$ cat src/rtl/mwadd_pkg.sv
// Shared definitions for the multi-word add sequencer.
//   mwadd_state_e : FSM state encoding (IDLE / RUN / DONE)
//   mwadd_idx_w() : width of the slice index register for a given WORDS count
package mwadd_pkg;

   typedef enum logic [1:0] {
      ST_IDLE = 2'd0,
      ST_RUN  = 2'd1,
      ST_DONE = 2'd2
   } mwadd_state_e;

   // Never let the index collapse to zero bits when WORDS == 1.
   function automatic int mwadd_idx_w(input int words);
      return (words > 1) ? $clog2(words) : 1;
   endfunction

endpackage

$ cat src/rtl/selected_carry_adder.sv
// Carry-select adder: WIDTH bits split into ADD_WIDTH-bit blocks. Each block
// precomputes its sum for carry-in 0 and 1, and the rippling block carry
// picks one.
// Ports:
//   i_a, i_b  WIDTH-bit operands
//   i_cin     carry into bit 0
//   o_sum     WIDTH-bit sum
//   o_cout    carry out of the top bit
module selected_carry_adder #(
   parameter int WIDTH     = 16,
   parameter int ADD_WIDTH = 4
) (
   input  logic [WIDTH-1:0] i_a,
   input  logic [WIDTH-1:0] i_b,
   input  logic             i_cin,
   output logic [WIDTH-1:0] o_sum,
   output logic             o_cout
);

   localparam int NB = WIDTH / ADD_WIDTH;

   logic [NB:0] w_c;

   assign w_c[0] = i_cin;

   for (genvar g = 0; g < NB; g++) begin : g_blk
      logic [ADD_WIDTH:0] w_s0;
      logic [ADD_WIDTH:0] w_s1;

      assign w_s0 = {1'b0, i_a[g*ADD_WIDTH +: ADD_WIDTH]}
                  + {1'b0, i_b[g*ADD_WIDTH +: ADD_WIDTH]};
      assign w_s1 = {1'b0, i_a[g*ADD_WIDTH +: ADD_WIDTH]}
                  + {1'b0, i_b[g*ADD_WIDTH +: ADD_WIDTH]}
                  + (ADD_WIDTH+1)'(1);

      assign o_sum[g*ADD_WIDTH +: ADD_WIDTH] = w_c[g] ? w_s1[ADD_WIDTH-1:0]
                                                      : w_s0[ADD_WIDTH-1:0];
      assign w_c[g+1] = w_c[g] ? w_s1[ADD_WIDTH] : w_s0[ADD_WIDTH];
   end

   assign o_cout = w_c[NB];

endmodule

$ cat src/rtl/multiword_add_sequencer.sv
// Sequential wide adder: adds two WORDS*WIDTH-bit operands one WIDTH-bit
// slice per cycle (LSB slice first) through a single selected_carry_adder,
// carrying each slice's cout into the next slice.
//
// state | meaning
// ------+------------------------------------------------------------
// IDLE  | ready for operands (in_ready=1)
// RUN   | adding slice r_idx, one slice per clock
// DONE  | result presented (out_valid=1), held until out_ready
//
// Ports:
//   clk, rst               clock, synchronous active-high reset
//   in_valid/in_ready      operand handshake; a_in, b_in, cin latched on accept
//   op_sub                 (MWADD_SUB_EN only) 1 = compute a_in - b_in
//   out_valid/out_ready    result handshake
//   sum_out, cout_out      result and top carry, zero unless out_valid
// Build option: define MWADD_SUB_EN to add the op_sub subtract input.
module multiword_add_sequencer
   import mwadd_pkg::*;
#(
   parameter int WIDTH     = 16,
   parameter int ADD_WIDTH = 4,
   parameter int WORDS     = 4
) (
   input  logic                   clk,
   input  logic                   rst,
   input  logic                   in_valid,
   output logic                   in_ready,
   input  logic [WORDS*WIDTH-1:0] a_in,
   input  logic [WORDS*WIDTH-1:0] b_in,
   input  logic                   cin,
`ifdef MWADD_SUB_EN
   input  logic                   op_sub,
`endif
   output logic                   out_valid,
   input  logic                   out_ready,
   output logic [WORDS*WIDTH-1:0] sum_out,
   output logic                   cout_out
);

   localparam int             IDX_W    = mwadd_idx_w(WORDS);
   localparam logic [IDX_W-1:0] LAST_IDX = IDX_W'(WORDS - 1);

   mwadd_state_e             r_state;
   mwadd_state_e             w_state_nxt;
   logic [IDX_W-1:0]         r_idx;
   logic [WORDS*WIDTH-1:0]   r_a;
   logic [WORDS*WIDTH-1:0]   r_b;
   logic [WORDS*WIDTH-1:0]   r_result;
   logic                     r_carry;
   logic                     r_cout;

   logic [WIDTH-1:0]         w_a_slice;
   logic [WIDTH-1:0]         w_b_slice;
   logic [WIDTH-1:0]         w_sum;
   logic                     w_cout;
   logic                     w_accept;

   assign w_a_slice = r_a[r_idx*WIDTH +: WIDTH];
   assign w_b_slice = r_b[r_idx*WIDTH +: WIDTH];

   selected_carry_adder #(
      .WIDTH     (WIDTH),
      .ADD_WIDTH (ADD_WIDTH)
   ) u_adder (
      .i_a    (w_a_slice),
      .i_b    (w_b_slice),
      .i_cin  (r_carry),
      .o_sum  (w_sum),
      .o_cout (w_cout)
   );

   always_comb begin
      w_state_nxt = r_state;
      in_ready    = 1'b0;
      out_valid   = 1'b0;
      case (r_state)
         ST_IDLE: begin
            in_ready = !rst;
            if (in_valid) w_state_nxt = ST_RUN;
         end
         ST_RUN: begin
            if (r_idx == LAST_IDX) w_state_nxt = ST_DONE;
         end
         ST_DONE: begin
            out_valid = !rst;
            if (out_ready) w_state_nxt = ST_IDLE;
         end
         default: w_state_nxt = ST_IDLE;
      endcase
      sum_out  = out_valid ? r_result : '0;
      cout_out = out_valid & r_cout;
   end

   assign w_accept = in_valid && in_ready;

   always_ff @(posedge clk) begin
      if (rst) begin
         r_state  <= ST_IDLE;
         r_idx    <= '0;
         r_carry  <= 1'b0;
         r_result <= '0;
         r_cout   <= 1'b0;
         r_a      <= '0;
         r_b      <= '0;
      end else begin
         r_state <= w_state_nxt;
         if (r_state == ST_IDLE && w_accept) begin
            r_a   <= a_in;
            r_idx <= '0;
`ifdef MWADD_SUB_EN
            // Subtract as A + ~B + 1; final carry of 1 means no borrow.
            r_b     <= op_sub ? ~b_in : b_in;
            r_carry <= op_sub ? 1'b1 : cin;
`else
            r_b     <= b_in;
            r_carry <= cin;
`endif
         end else if (r_state == ST_RUN) begin
            r_result[r_idx*WIDTH +: WIDTH] <= w_sum;
            r_carry <= w_cout;
            if (r_idx == LAST_IDX) r_cout <= w_cout;
            else                   r_idx  <= r_idx + 1'b1;
         end
      end
   end

endmodule
$ cat config.mk
export PLATFORM = sky130hd
export DESIGN_NAME = multiword_add_sequencer
export DESIGN_NICKNAME = d
export VERILOG_FILES = /design/src/rtl/mwadd_pkg.sv /design/src/rtl/selected_carry_adder.sv /design/src/rtl/multiword_add_sequencer.sv
export SDC_FILE = /design/constraint.sdc
export NUM_CORES = 1
export LEC_CHECK = 0
export CORE_ASPECT_RATIO = 0.9
export CORE_MARGIN = 8
export CORE_UTILIZATION = 35
export CTS_BUF_LIST = sky130_fd_sc_hd__clkbuf_8
export DETAILED_ROUTE_END_ITERATION = 8
export PLACE_DENSITY = 0.68
export SYNTH_ARGS = -nofsm -noshare
export SYNTH_HDL_FRONTEND = slang
export SYNTH_SLANG_ARGS = --single-unit
$ cat constraint.sdc
create_clock -name clk -period 6.1 [get_ports clk]
set_input_delay 1.22 -clock clk [delete_from_list [all_inputs] [get_ports clk]]
set_output_delay 1.22 -clock clk [all_outputs]
set_load 0.05 [all_outputs]
## Word-level counts from Yosys, hierarchy flattened

Cells that the tools add are included.

| storage, ports and cells | value |
|---|---|
| input bits | 133 |
| bits in latches | 0 |
| memories kept | 0 |
| bits in registers | 198 |
| word-level logic and storage cells | 58 |
| memory bits (writable) | 0 |
| memory bits (read-only) | 0 |

| cells by class | value |
|---|---|
| divide/modulo/power cells | 0 |
| add/sub/neg operators | 10 |
| $lt $le $gt $ge | 0 |
| equality and inequality tests | 6 |
| reductions and logical operators | 10 |
| bitwise logic cells | 3 |
| muxes and demuxes | 18 |
| shifts and indexed selects | 4 |
| multiply operators | 0 |

Operators with widths:

| kind | number |
|---|---|
| 64-bit by 7-bit indexed part select with 16-bit output | 2 |
| 64-bit bitwise mux | 1 |
| 64-bit two-way mux | 1 |
| 16-bit by 34-bit variable shift with 64-bit output, first input constant | 1 |
| 16-bit by 34-bit indexed part select with 64-bit output | 1 |
| 6-bit negation with 34-bit output | 1 |
| 4-bit by 4-bit adder with 5-bit output | 4 |
| 5-bit by 1-bit adder with 5-bit output, second input constant | 4 |
| 4-bit two-way mux | 4 |
| 1-bit two-way mux | 8 |
| 2-bit two-way mux | 3 |
| 2-bit case mux with 3 select lines | 1 |
| 3-bit AND reduction | 2 |
| 2-bit equality test, second input constant | 2 |
| 2-bit inequality test, second input constant | 2 |
| 2-bit AND reduction | 2 |
| 2-bit by 1-bit adder with 2-bit output, second input constant | 1 |
| 2-bit by 1-bit equality test with 1-bit output, second input constant | 1 |
| 1-bit logical AND | 2 |
| 2-bit logical NOT | 1 |
| 2-bit by 1-bit inequality test with 1-bit output, second input constant | 1 |
| 1-bit inverter | 2 |
| 2-bit nonzero test | 1 |
| 2-bit OR reduction | 1 |
| other kinds (2) | 2 |

## Logic depth before layout (Yosys ltp)

| depth | value |
|---|---|
| word-level depth | 9 |
| mapped depth | 15 |

## Modules after synthesis

A second synthesis with hierarchy kept.

| unflattened totals | value |
|---|---|
| cells, all modules | 699 |
| area, all modules | 8374.3 um2 |

Modules (own cells, without submodules):

| module | area each (um2) | cells an instance | sequential area each (um2) | times used |
|---|---|---|---|---|
| multiword_add_sequencer | 7429.6 | 593 | 3963.8 | 1 |
| selected_carry_adder | 944.7 | 106 | 0.0 | 1 |

## Worst setup path after synthesis

No wires, ideal clock.

| timing | value |
|---|---|
| path kind | reg-to-reg |
| start | register r_idx[0] |
| end | register r_result[13] |
| buffers on the path | 3 |
| data arrival time | 4.578 ns |
| stages on the path, launching flop included | 15 |
| setup slack | 1.406 ns |
| library setup time | 0.117 ns |
| required time | 5.983 ns |
| period minus slack after synthesis | 4.694 ns |
| cells stage by stage | dfxtp_1 clkbuf_1 clkbuf_1 buf_1 mux4_2 ha_1 fa_1 or3b_1 mux2i_1 o21ai_0 and2_1 a2111oi_4 xnor2_1 mux2_4 a22o_1 |

| between the ends | value |
|---|---|
| word-level cells in the longest chain between the ends | 9 |
| elaborated cells on any way between the ends | 21 |
| classes of those cells | add/sub: 9; shift: 4; mux: 8 |

RTL lines:

| what | line | source |
|---|---|---|
| start, declared | multiword_add_sequencer.sv:46 | `logic [IDX_W-1:0] r_idx;` |
| start signal, assigned | multiword_add_sequencer.sv:123 | `else r_idx <= r_idx + 1'b1;` |
| 64-bit by 7-bit indexed part select with 16-bit output, on equally long branches | multiword_add_sequencer.sv:59, multiword_add_sequencer.sv:60 |  |
| 4-bit by 4-bit adder with 5-bit output | selected_carry_adder.sv:31, selected_carry_adder.sv:33 |  |
| 5-bit by 1-bit adder with 5-bit output | selected_carry_adder.sv:34 | `+ (ADD_WIDTH+1)'(1);` |
| 1-bit two-way mux (3 in series) | selected_carry_adder.sv:38 | `assign w_c[g+1] = w_c[g] ? w_s1[ADD_WIDTH] : w_s0[ADD_WIDTH];` |
| 4-bit two-way mux | selected_carry_adder.sv:36 | `assign o_sum[g*ADD_WIDTH +: ADD_WIDTH] = w_c[g] ? w_s1[ADD_WIDTH-1:0]` |
| 16-bit by 34-bit indexed part select with 64-bit output | multiword_add_sequencer.sv:120 | `r_result[r_idx*WIDTH +: WIDTH] <= w_sum;` |
| 64-bit bitwise mux (*) | multiword_add_sequencer.sv:120 |  |
| end signal, assigned by index | multiword_add_sequencer.sv:120 |  |
| end, declared | multiword_add_sequencer.sv:49 | `logic [WORDS*WIDTH-1:0] r_result;` |

Every way passes the cells marked *; elsewhere a longest branch is shown, timed or not.
A chain may end at the register's enable or synchronous reset.

## Worst setup path in the final report

| timing | value |
|---|---|
| start | register r_idx[0] |
| end | register r_result[45] |

Same word-level chain as after synthesis.

==> impl_metrics.env <==
export IMPL_cp_start_kind="flop"
export IMPL_drtIter0Drc=527
export IMPL_diodes=0
export IMPL_critPathRequiredTime_ps=6450
export IMPL_relSlewSlack=0.1967
export IMPL_antenna_found_initial=5
export IMPL_cts_root_buf="clkbuf_8"
export IMPL_pwr_share_clk=0.315
export IMPL_viasPerCell=5.299
export IMPL_p_sw_frac=0.2722
export IMPL_grt_use_total=0.1599
export IMPL_wirelength_mm=23.84
export IMPL_io_buffers=199
export IMPL_cts_buffers=17
export IMPL_p_sw_mw=0.7044
export IMPL_ctsResizeCount=0
export IMPL_first_pass_iters=5
export IMPL_wl_per_cell_um=19.13
export IMPL_synth_seq_cells=198
export IMPL_grt_pass1_vias=6410
export IMPL_max_clock_path_buffers=2
export IMPL_intPower_mw=1.883
export IMPL_drcViolationCount=0
export IMPL_period_minus_slack_ps=4676
export IMPL_worst_path_stages=12
export IMPL_grt_max_degree=80
export IMPL_cts_tree="yes"
export IMPL_clkTransAtPathRegs_ps=110
export IMPL_cpPeakStageDelay_ps=910
export IMPL_fin_worst_skew_ps=16.48
export IMPL_p_leak_nw=4.215
export IMPL_hold_depth=2
export IMPL_hold_viol_final=0
export IMPL_finalNonFillerCells=1246
export IMPL_final_setup_tns_ps=0
export IMPL_setup_violations=0
export IMPL_cpMaxStageDelayCell="dfxtp_2"
export IMPL_dr_total_vias=6602
export IMPL_rsz0062_at_grt="no"
export IMPL_syn_num_nets=922
export IMPL_netlist_area_leader_share=0.4721
export IMPL_dp_cells=1215
export IMPL_initial_core_util=0.3577
export IMPL_post_synth_num_cell_types=40
export IMPL_p_comb_frac=0.147
export IMPL_die_height_um=162.9
export IMPL_syn_instance_count=759
export IMPL_clk_latency_ps=470
export IMPL_fmax_mhz=213.9
export IMPL_max_cap_violations=0
export IMPL_crit_chain="buf_4 -> mux4_2 -> ha_1 -> fa_1 -> or3b_1 -> mux2i_1 -> o21ai_0 -> nor4_1 -> a2111oi_4 -> xnor2_1 -> mux2_4 -> a22o_1"
export IMPL_nNetsFinal=1095
export IMPL_hp_class="reg2reg"
export IMPL_io_pins=200
export IMPL_gp_congestion=0.8122
export IMPL_period_share=0.7665
export IMPL_dp_hpwl_mm=17.90
export IMPL_synthTopCellsByArea="dfxtp_1 (47%), a22o_1 (15%), mux4_2 (8.6%)"
export IMPL_seqPwrFrac=0.539
export IMPL_cts_htree_levels=4
export IMPL_grt_pass1_wl_mm=36.28
export IMPL_clock_sinks=198
export IMPL_overflow=0
export IMPL_synthesis_area_per_instance_sq_um=11.06
export IMPL_tightestPinTransition_ps=1196
export IMPL_yosysSeqAreaShare=0.4721
export IMPL_power_mw=2.588
export IMPL_yosys_warnings=0
export IMPL_std_cell_rows=53
export IMPL_cp_num_buf_inv=1
export IMPL_coreArea_sq_um=23480
export IMPL_irDropWorstVdd_v=0.0001206
export IMPL_ctsHoldBuffers=0
export IMPL_synth_area_sq_um=8397
export IMPL_crit_path_max_fanout=27
export IMPL_antenna_left=0
export IMPL_post_cts_buffers=0
export IMPL_layout_drive_gt1_share=0.09216
export IMPL_status="finished clean"
export IMPL_cp_end_kind="flop"
export IMPL_ff2ff_path_depth=12
export IMPL_area_delta_synth_final_pct=31.56
export IMPL_netlist_top_cell_by_area="dfxtp_1"
export IMPL_power_density_nw_per_um2=234.3
export IMPL_crit_family="flip-flops"
export IMPL_die_area_sq_um=29210
export IMPL_cp_arrival_ps=5030
export IMPL_crit_type="reg2reg"
export IMPL_slew_violations=0
export IMPL_die_w_um=179.3
synthesized netlist by cell type:
| master | instances |
|---|---|
| a211oi_1 | 3 |
| a2111oi_4 | 1 |
| mux2_2 | 2 |
| xor2_1 | 6 |
| fa_1 | 4 |
| a21o_1 | 9 |
| o22ai_1 | 1 |
| nand3b_1 | 2 |
| and3_1 | 2 |
| xnor2_1 | 15 |
| nand2_1 | 20 |
| a31oi_1 | 1 |
| o21bai_1 | 1 |
| nor3b_1 | 3 |
| or3_4 | 1 |
| buf_1 | 5 |
| ha_1 | 26 |
| a21oi_1 | 16 |
| nor3_1 | 5 |
| mux4_2 | 32 |
| o21ai_0 | 7 |
| and4_4 | 1 |
| dfxtp_1 | 198 |
| nand3_1 | 3 |
| nand4_1 | 3 |
| nor2_1 | 45 |
| nor2b_1 | 6 |
| nor4b_1 | 1 |
| mux2i_1 | 5 |
| a22oi_1 | 37 |
| clkbuf_1 | 51 |
| o31ai_1 | 1 |
| a22o_1 | 148 |
| or2_4 | 1 |
| or3b_1 | 1 |
| and2_1 | 67 |
| inv_1 | 17 |
| nor4_1 | 4 |
| mux2_4 | 1 |
| nand2b_1 | 7 |
path summary, 6_finish.rpt:
kind,startpoint,end,slack [ps]
hold reg to reg,r_result[37],r_result[37],460
hold / removal,r_result[37],r_result[37],460
setup reg to reg,r_idx[0],r_result[45],1420
setup / recovery,r_idx[0],r_result[45],1420
metal layers:
metal / global-route usage / up-vias / part of all wire
met5: 0 / - / 0.0019
li1: - / 3174 / -
met3: 0.05981 / 19 / 0.092
met2: 0.2420 / 227 / 0.43
met1: 0.2133 / 3174 / 0.47
met4: 0.03594 / 8 / 0.0089
cell families after synthesis:
kind of cell	synth area share
AO/OA/AOI/OAI	0.2184
flip-flops	0.4721
AND/OR/NAND/NOR	0.1104
buffers and inverters	0.03263
multiplexers	0.09626
adder cells (fa/ha/maj)	0.04828
XOR/XNOR	0.02190
flip-flops by register name (all words and copies together), names as in the netlist:
signal and flops:
r_b 64, r_idx 2, r_cout 1, r_state 2
r_carry 1, r_a 64, r_result 64
cells in the final DEF, fill, tap and decap left out, types with 10 or more instances in the layout:
cell type	instances
ha_1	26
a21oi_1	16
dfxtp_1	196
clkdlybuf4s50_1	198
buf_4	10
and2_1	67
mux4_2	32
xnor2_1	15
inv_1	17
a22oi_1	37
a22o_1	148
nand2_1	20
nor2_1	44
clkbuf_8	17
power groups by stage:
| stage | logic, mW | clock network [mW] | registers, mW |
|---|---|---|---|
| 5_1_grt | 0.411 | 0.884 | 1.40 |
| 3_3_place_gp | 0.374 | 0 | 1.42 |
| 6_report | 0.380 | 0.814 | 1.39 |
| 3_5_place_dp | 0.379 | 0 | 1.42 |
| 4_1_cts | 0.380 | 0.836 | 1.39 |
| 2_1_floorplan | 0.226 | 0 | 1.40 |
per-stage QoR:
step / util / area (sq um) / worst slack (ps) / hold WS [ps]
after floorplan: - / 8397 / 1406 / 416.7
after global placement: 0.4545 / 10670 / 1511 / 437.2
after detailed placement: 0.4545 / 10670 / 1431 / 442.9
after CTS: 0.4706 / 11050 / 1396 / 457.8
after global routing: 0.4706 / 11050 / 1111 / 479.6
final: 0.4706 / 11050 / 1424 / 457.0
worst min-delay path, cell delays in order (launching register included):
cell	delay (ps)
dfxtp_1	320
nand2_1	50
a21oi_1	50
area by class of cell:
type                            instances  area (sq um)
Multi-Input combinational cell        488          4179
Clock buffer                           17         234.0
Tap cell                              302         377.9
Timing Repair Buffer                  210          2082
Inverter                               17         63.81
Fill cell                            2197         12430
Clock inverter                         14         143.9
Sequential cell                       198          3966
(Power assumes the default switching activity.)
